<file path="src/rtl/mdu_pkg.sv">
// -----------------------------------------------------------------------------
// mdu_pkg
// Shared definitions for the multiply/divide sequencer: operation encodings,
// the sequencer state enum, the divider iteration count and a small
// two's-complement magnitude helper used for sign handling.
// -----------------------------------------------------------------------------
package mdu_pkg;

    localparam int XLEN      = 32;
    localparam int DIV_ITERS = 32;

    typedef enum logic [1:0] {
        MDU_MULT  = 2'b00,
        MDU_MULTU = 2'b01,
        MDU_DIV   = 2'b10,
        MDU_DIVU  = 2'b11
    } mdu_op_e;

    typedef enum logic [2:0] {
        IDLE = 3'd0,
        MUL  = 3'd1,
        DIV  = 3'd2,
        FIX  = 3'd3,
        DONE = 3'd4
    } mdu_state_e;

    // Conditional two's-complement negation. Used both to take |x| at launch
    // and to restore signs after division. -0x80000000 is 0x80000000, which is
    // exactly the unsigned magnitude the divider expects.
    function automatic logic [XLEN-1:0] cond_neg(input logic [XLEN-1:0] v,
                                                 input logic            neg);
        return neg ? (~v + 1'b1) : v;
    endfunction

endpackage

</file>
<file path="src/rtl/mdu_ctrl_if.sv">
// -----------------------------------------------------------------------------
// mdu_ctrl_if
// Pipeline <-> multiply/divide unit bundle.
//   start/op/src_a/src_b : launch request, sampled only while busy is low
//   flush                : cancel whatever is in flight
//   hi_we/lo_we/wdata    : MTHI/MTLO writes, honoured only while busy is low
//   busy/done/hi/lo      : status and architectural HI/LO
// Handshake: the pipeline may present start at any time; the unit accepts it
// on a rising edge where busy is low and flush is low. busy stays high from the
// accepting edge until the cycle after the one-cycle done pulse, so the
// pipeline holds the instruction (and any HI/LO consumer) while busy is high.
// -----------------------------------------------------------------------------
interface mdu_ctrl_if;
    logic        start;
    logic [1:0]  op;
    logic [31:0] src_a;
    logic [31:0] src_b;
    logic        flush;
    logic        hi_we;
    logic        lo_we;
    logic [31:0] wdata;
    logic        busy;
    logic        done;
    logic [31:0] hi;
    logic [31:0] lo;

    modport master (
        output start, op, src_a, src_b, flush, hi_we, lo_we, wdata,
        input  busy, done, hi, lo
    );

    modport slave (
        input  start, op, src_a, src_b, flush, hi_we, lo_we, wdata,
        output busy, done, hi, lo
    );
endinterface

</file>
<file path="src/rtl/mdu_div_step.sv">
// -----------------------------------------------------------------------------
// mdu_div_step
// One combinational restoring-division step.
//   rq_i      : {rem, quo} before the step
//   divisor_i : unsigned divisor magnitude
//   rq_o      : {rem, quo} after shifting left and conditionally subtracting
// The shifted remainder needs 33 bits: a remainder just below a divisor near
// 2^32 doubles past 32 bits before the subtract brings it back.
// -----------------------------------------------------------------------------
module mdu_div_step
    import mdu_pkg::*;
(
    input  logic [2*XLEN-1:0] rq_i,
    input  logic [XLEN-1:0]   divisor_i,
    output logic [2*XLEN-1:0] rq_o
);

    logic [XLEN:0]   rem_sh;
    logic [XLEN-1:0] sub;
    logic            fits;

    always_comb begin
        rem_sh = rq_i[2*XLEN-1:XLEN-1];
        fits   = (rem_sh >= {1'b0, divisor_i});
        // When fits is set the true difference is below the divisor, so the
        // low 32 bits of the wrap-around subtract are exact.
        sub    = rem_sh[XLEN-1:0] - divisor_i;
        if (fits) begin
            rq_o = {sub, rq_i[XLEN-2:0], 1'b1};
        end else begin
            rq_o = {rem_sh[XLEN-1:0], rq_i[XLEN-2:0], 1'b0};
        end
    end

endmodule

</file>
<file path="src/rtl/mdu_ctrl.sv">
// -----------------------------------------------------------------------------
// mdu_ctrl
// Multi-cycle multiply/divide sequencer owning the architectural HI/LO pair.
//   clk, rst     : clock and synchronous active-high reset
//   bus (slave)  : launch, flush, MTHI/MTLO and HI/LO/busy/done status
//   dbg_state_o  : current sequencer state, for observation only
// MULT/MULTU form the 64-bit product at the launch edge and carry it through a
// MUL_CYCLES-deep register chain. DIV/DIVU run 32 restoring steps on operand
// magnitudes, then a FIX cycle restores signs. Both commit HI/LO on the edge
// that enters DONE, and done is high for exactly that DONE cycle.
// -----------------------------------------------------------------------------
module mdu_ctrl
    import mdu_pkg::*;
#(
    parameter int MUL_CYCLES = 2,
    parameter int WIDTH      = 32
) (
    input  logic       clk,
    input  logic       rst,
    mdu_ctrl_if.slave  bus,
    output mdu_state_e dbg_state_o
);

    localparam logic [4:0] MUL_LAST = 5'(MUL_CYCLES - 1);
    localparam logic [4:0] DIV_LAST = 5'(DIV_ITERS - 1);

    mdu_state_e         state_q;
    logic [4:0]         cnt_q;
    logic [WIDTH-1:0]   hi_q, lo_q;
    logic               busy_q, done_q;
    logic               qneg_q, rneg_q, bzero_q;
    logic [WIDTH-1:0]   divisor_q;
    logic [2*WIDTH-1:0] rq_q;
    logic [2*WIDTH-1:0] rq_d;
    logic [2*WIDTH-1:0] prod_q [MUL_CYCLES];

    // Launch-side decode of the live operands.
    logic               is_signed;
    logic               a_neg, b_neg;
    logic [2*WIDTH-1:0] ext_a, ext_b, product;
    logic [WIDTH-1:0]   quo_fix, rem_fix;
    logic               launch;

    always_comb begin
        is_signed = (bus.op == MDU_MULT) || (bus.op == MDU_DIV);
        a_neg     = is_signed & bus.src_a[WIDTH-1];
        b_neg     = is_signed & bus.src_b[WIDTH-1];
        // Sign- or zero-extend to 64 bits; the low 64 bits of the extended
        // product are the correct signed or unsigned result.
        ext_a     = {{WIDTH{a_neg}}, bus.src_a};
        ext_b     = {{WIDTH{b_neg}}, bus.src_b};
        product   = ext_a * ext_b;
        launch    = (state_q == IDLE) && bus.start && !bus.flush;
        // Divide by zero keeps the all-ones quotient unsigned; the remainder
        // fix still runs, which turns |A| back into A.
        quo_fix   = cond_neg(rq_q[WIDTH-1:0], qneg_q & ~bzero_q);
        rem_fix   = cond_neg(rq_q[2*WIDTH-1:WIDTH], rneg_q);
    end

    mdu_div_step u_div_step (
        .rq_i      (rq_q),
        .divisor_i (divisor_q),
        .rq_o      (rq_d)
    );

    // Product chain: stage 0 loads at launch, later stages follow one per
    // cycle, so stage MUL_CYCLES-1 is valid on the edge that leaves MUL.
    always_ff @(posedge clk) begin
        if (launch && !bus.op[1]) begin
            prod_q[0] <= product;
        end
        for (int i = 1; i < MUL_CYCLES; i++) begin
            prod_q[i] <= prod_q[i-1];
        end
    end

    always_ff @(posedge clk) begin
        if (rst) begin
            state_q   <= IDLE;
            cnt_q     <= '0;
            hi_q      <= '0;
            lo_q      <= '0;
            busy_q    <= 1'b0;
            done_q    <= 1'b0;
            qneg_q    <= 1'b0;
            rneg_q    <= 1'b0;
            bzero_q   <= 1'b0;
            divisor_q <= '0;
            rq_q      <= '0;
        end else begin
            done_q <= 1'b0;
            if (bus.flush) begin
                // Cancel without touching HI/LO; also blocks a same-cycle launch.
                state_q <= IDLE;
                cnt_q   <= '0;
                busy_q  <= 1'b0;
            end else begin
                case (state_q)
                    IDLE: begin
                        if (bus.hi_we) hi_q <= bus.wdata;
                        if (bus.lo_we) lo_q <= bus.wdata;
                        if (bus.start) begin
                            busy_q    <= 1'b1;
                            cnt_q     <= '0;
                            qneg_q    <= a_neg ^ b_neg;
                            rneg_q    <= a_neg;
                            bzero_q   <= (bus.src_b == '0);
                            divisor_q <= cond_neg(bus.src_b, b_neg);
                            rq_q      <= {{WIDTH{1'b0}}, cond_neg(bus.src_a, a_neg)};
                            state_q   <= bus.op[1] ? DIV : MUL;
                        end
                    end
                    MUL: begin
                        if (cnt_q == MUL_LAST) begin
                            hi_q    <= prod_q[MUL_CYCLES-1][2*WIDTH-1:WIDTH];
                            lo_q    <= prod_q[MUL_CYCLES-1][WIDTH-1:0];
                            done_q  <= 1'b1;
                            cnt_q   <= '0;
                            state_q <= DONE;
                        end else begin
                            cnt_q <= cnt_q + 5'd1;
                        end
                    end
                    DIV: begin
                        rq_q <= rq_d;
                        if (cnt_q == DIV_LAST) begin
                            cnt_q   <= '0;
                            state_q <= FIX;
                        end else begin
                            cnt_q <= cnt_q + 5'd1;
                        end
                    end
                    FIX: begin
                        hi_q    <= rem_fix;
                        lo_q    <= quo_fix;
                        done_q  <= 1'b1;
                        state_q <= DONE;
                    end
                    DONE: begin
                        busy_q  <= 1'b0;
                        state_q <= IDLE;
                    end
                    default: begin
                        busy_q  <= 1'b0;
                        state_q <= IDLE;
                    end
                endcase
            end
        end
    end

    assign bus.busy    = busy_q;
    assign bus.done    = done_q;
    assign bus.hi      = hi_q;
    assign bus.lo      = lo_q;
    assign dbg_state_o = state_q;

endmodule
</file>
<file path="src/flat_wrapper.sv">
// flat-port wrapper written by rule: the top's interface ports become plain ports
module mdu_ctrl_flat import mdu_pkg::*;
#(
    parameter int MUL_CYCLES = 2,
    parameter int WIDTH      = 32
)
  (clk, rst, dbg_state_o, bus_start, bus_op, bus_src_a, bus_src_b, bus_flush, bus_hi_we, bus_lo_we, bus_wdata, bus_busy, bus_done, bus_hi, bus_lo);
  mdu_ctrl_if bus_i ();
  input  logic clk;
  input  logic rst;
  output mdu_state_e dbg_state_o;
  input wire logic [$bits(bus_i.start)-1:0] bus_start;
  input wire logic [$bits(bus_i.op)-1:0] bus_op;
  input wire logic [$bits(bus_i.src_a)-1:0] bus_src_a;
  input wire logic [$bits(bus_i.src_b)-1:0] bus_src_b;
  input wire logic [$bits(bus_i.flush)-1:0] bus_flush;
  input wire logic [$bits(bus_i.hi_we)-1:0] bus_hi_we;
  input wire logic [$bits(bus_i.lo_we)-1:0] bus_lo_we;
  input wire logic [$bits(bus_i.wdata)-1:0] bus_wdata;
  output wire logic [$bits(bus_i.busy)-1:0] bus_busy;
  output wire logic [$bits(bus_i.done)-1:0] bus_done;
  output wire logic [$bits(bus_i.hi)-1:0] bus_hi;
  output wire logic [$bits(bus_i.lo)-1:0] bus_lo;
  assign bus_i.start = bus_start;
  assign bus_i.op = bus_op;
  assign bus_i.src_a = bus_src_a;
  assign bus_i.src_b = bus_src_b;
  assign bus_i.flush = bus_flush;
  assign bus_i.hi_we = bus_hi_we;
  assign bus_i.lo_we = bus_lo_we;
  assign bus_i.wdata = bus_wdata;
  assign bus_busy = bus_i.busy;
  assign bus_done = bus_i.done;
  assign bus_hi = bus_i.hi;
  assign bus_lo = bus_i.lo;
  mdu_ctrl #(.MUL_CYCLES(MUL_CYCLES), .WIDTH(WIDTH)) u_core (.clk(clk), .rst(rst), .bus(bus_i), .dbg_state_o(dbg_state_o));
endmodule
</file>
<file path="config.mk">
export PLATFORM = sky130hd
export DESIGN_NAME = mdu_ctrl_flat
export DESIGN_NICKNAME = d
export VERILOG_FILES = /design/src/rtl/mdu_pkg.sv /design/src/rtl/mdu_ctrl_if.sv /design/src/rtl/mdu_div_step.sv /design/src/rtl/mdu_ctrl.sv /design/src/flat_wrapper.sv
export SDC_FILE = /design/constraint.sdc
export NUM_CORES = 2
export LEC_CHECK = 0
export BUFFER_PORTS_ARGS = -buffer_cell sky130_fd_sc_hd__buf_4
export CORE_UTILIZATION = 35
export DETAILED_ROUTE_END_ITERATION = 6
export SLEW_MARGIN = 20
export SYNTH_ARGS = -nofsm -noshare
export SYNTH_HDL_FRONTEND = slang
export SYNTH_HIERARCHICAL = 1
export SYNTH_SLANG_ARGS = --single-unit
</file>
<file path="constraint.sdc">
create_clock -name clk -period 9.4 [get_ports clk]
set_clock_uncertainty 0.05 [all_clocks]
set_input_delay 1.88 -clock clk [delete_from_list [all_inputs] [get_ports clk]]
set_output_delay 1.88 -clock clk [all_outputs]
set_load 0.1 [all_outputs]
</file>
==> flow_metrics.env <==
export IMPL_max_stage_delay_ns=0.56
export IMPL_start_kind="input pin"
export IMPL_numCtsBuffers=31
export IMPL_gp_congestion=0.9295
export IMPL_grt_usage_pct=21.94
export IMPL_dieWidth_um=393.3
export IMPL_hold_viol=0
export IMPL_max_slew_margin_pct=29.33
export IMPL_cts_tree="yes"
export IMPL_end_kind="register"
export IMPL_rows=143
export IMPL_drtIter0Drc=3287
export IMPL_async_flop_share_pct=0
export IMPL_grt_pass1_wl_mm=264.3
export IMPL_dp_cells=8154
export IMPL_clk_path_buf_depth=3
export IMPL_path_clk_slew_ns=0.06
export IMPL_final_common_cell="inv_1"
export IMPL_syn_avg_cell_area_um2=8.875
export IMPL_antenna_left=0
export IMPL_yosysSeqAreaShare_pct=12.44
export IMPL_clock_sinks=301
export IMPL_yosysUniqueCellTypes=89
export IMPL_viasPerCell=5.099
export IMPL_yosys_register_bits=301
export IMPL_crit_fanout=23
export IMPL_cts_setup_buffers=0
export IMPL_hold_class="register to register"
export IMPL_grt_setup_unrepaired="no"
export IMPL_clock_latency_ns=0.57
export IMPL_cts_hold_buf=0
export IMPL_ys_warn_count=6
export IMPL_crit_buf_inv=6
export IMPL_antenna_found_initial=13
export IMPL_period_minus_slack_ns=9.054
export IMPL_initial_core_util_pct=35.29
export IMPL_cp_top_family="adder cells"
export IMPL_fp_dieArea_um2=154700
export IMPL_drv_cap=0
export IMPL_place_area_um2=58580
export IMPL_cp_arrival_ns=9.33
export IMPL_setup_viol=0
export IMPL_ctsRootBufferMaster="clkbuf_16"
export IMPL_period_share_pct=96.32
export IMPL_nets=7638
export IMPL_hp_start="u_core/prod_q[0][22]"
export IMPL_wirelength_mm=169.0
export IMPL_io_pins=173
export IMPL_post_route_drc_count=0
export IMPL_worst_path_max_delay_cell="fa_1"
export IMPL_drv_slew=0
export IMPL_area_growth_pct=11.42
export IMPL_path_common_cell="fa_1"
export IMPL_die_y_um=393.3
export IMPL_path_class="input pin to register"
export IMPL_wl_per_cell_um=20.56
export IMPL_layout_common_cells="1182 x inv_1, 1123 x fa_1, 917 x nand2_1"
export IMPL_synth_area_um2=53600
export IMPL_synth_edf_count=64
export IMPL_core_area_um2=151900
export IMPL_first_global_vias=44150
export IMPL_syn_inst=6040
export IMPL_drive_gt1_share_pct=10.35
export IMPL_synth_nets=7521
export IMPL_vias=41910
export IMPL_final_instance_count_excl_fill=8219
export IMPL_timing_rr_start="u_core/rq_q[34]"
export IMPL_synth_ff_type="dfxtp_1"
export IMPL_grt_max_degree=87
export IMPL_drt_pass1_iterations=6
export IMPL_grt_overflow_total=0
export IMPL_worst_slack_ns=0.3463
export IMPL_worst_slew_pin_slew_ns=1.058
export IMPL_critPathRequiredTime_ns=9.67
export IMPL_ctsHtreeMaxLevel=1
export IMPL_io_buffers=172
export IMPL_fin_area_um2=59720
export IMPL_cp_startpoint="bus_src_b[0]"
export IMPL_cts_resized=0
export IMPL_status="completed"
export IMPL_preCtsSetupSlack_ns=-0.2090
export IMPL_hpwl_mm=137.8
export IMPL_clock_fmax_ghz=0.1105
==> sequential cells by signal (all words and copies together) (netlist names) <==
name / flops
u_core/prod_q: 128
u_core/rneg_q: 1
u_core/bzero_q: 1
u_core/qneg_q: 1
u_core/dbg_state_o: 3
u_core/bus.done: 1
u_core/cnt_q: 5
u_core/bus.hi: 32
u_core/rq_q: 64
u_core/divisor_q: 32
u_core/bus.busy: 1
u_core/bus.lo: 32
==> logic make-up (layout without fill, tap and decap cells) <==
| logic type | Yosys count | after routing | share of synthesized area, % |
|---|---|---|---|
| xor+xnor | 213 | 213 | 3.480 |
| fa+ha+maj | 1377 | 1377 | 47.91 |
| other cells | 0 | 8 | 0 |
| buf+inv | 1609 | 1750 | 11.58 |
| mux | 8 | 8 | 0.1541 |
| simple gates | 1823 | 1823 | 15.62 |
| compound gates | 709 | 709 | 8.816 |
| flops | 301 | 301 | 12.44 |
==> stage by stage <==
| step | TNS (ns) | util, % | hold slack [ns] |
|---|---|---|---|
| after CTS | 0 | 39.30 | 0.2900 |
| after floorplan | -0.003510 | - | 0.2733 |
| after global routing | 0 | 39.32 | 0.2947 |
| after global placement | -0.8923 | 38.57 | 0.2747 |
| after detailed placement | -1.415 | 38.57 | 0.2769 |
| final | 0 | 39.32 | 0.2848 |
==> path summary, 6_finish.rpt <==
kind	cells after the start	to	slack, ns
max	26	u_core/prod_q[0][59]	0.35
min	0	u_core/prod_q[0][86]	0.28
max reg2reg	9	u_core/bus.hi[29]	5.57
min reg2reg	0	u_core/prod_q[0][86]	0.28
==> cells in the mapped netlist (24+ instances only) <==
master / number / area share (%)
nor2_1: 309 / 2.2
xor2_1: 98 / 1.6
a211oi_1: 143 / 2.0
dfxtp_1: 237 / 8.9
and2_1: 314 / 3.7
nor3_1: 60 / 0.56
buf_4: 33 / 0.46
inv_1: 1186 / 8.3
a21o_1: 51 / 0.71
o21ai_0: 93 / 0.87
ha_1: 251 / 5.9
a222oi_1: 26 / 0.49
o31ai_1: 28 / 0.39
buf_1: 42 / 0.29
nand2_1: 919 / 6.4
xnor2_1: 115 / 1.9
clkbuf_1: 338 / 2.4
fa_1: 1126 / 42
edfxtp_1: 64 / 3.6
nand3_1: 66 / 0.62
a21oi_1: 218 / 2.0
o21ai_1: 24 / 0.22
==> final cells by class <==
class	instances	area, µm²
sequential	301	6668
clock buffer	35	812.0
timing repair buffer	506	4078
inverter	1187	4463
multi-input combinational	4130	40840
tap	2030	2540
antenna	8	20.02
fill	15250	92180
clock inverter	22	309.0
==> layer usage <==
layer  part of all wire, %  GRT usage, %
met1                    44         30.91
met2                    47         35.68
met3                   7.0         3.017
met4                   1.9         4.841
met5                0.0083             0
Power is left out: the tool's default activity adds up to more than one toggle a clock period on the data nets, which glitch-free logic cannot reach.
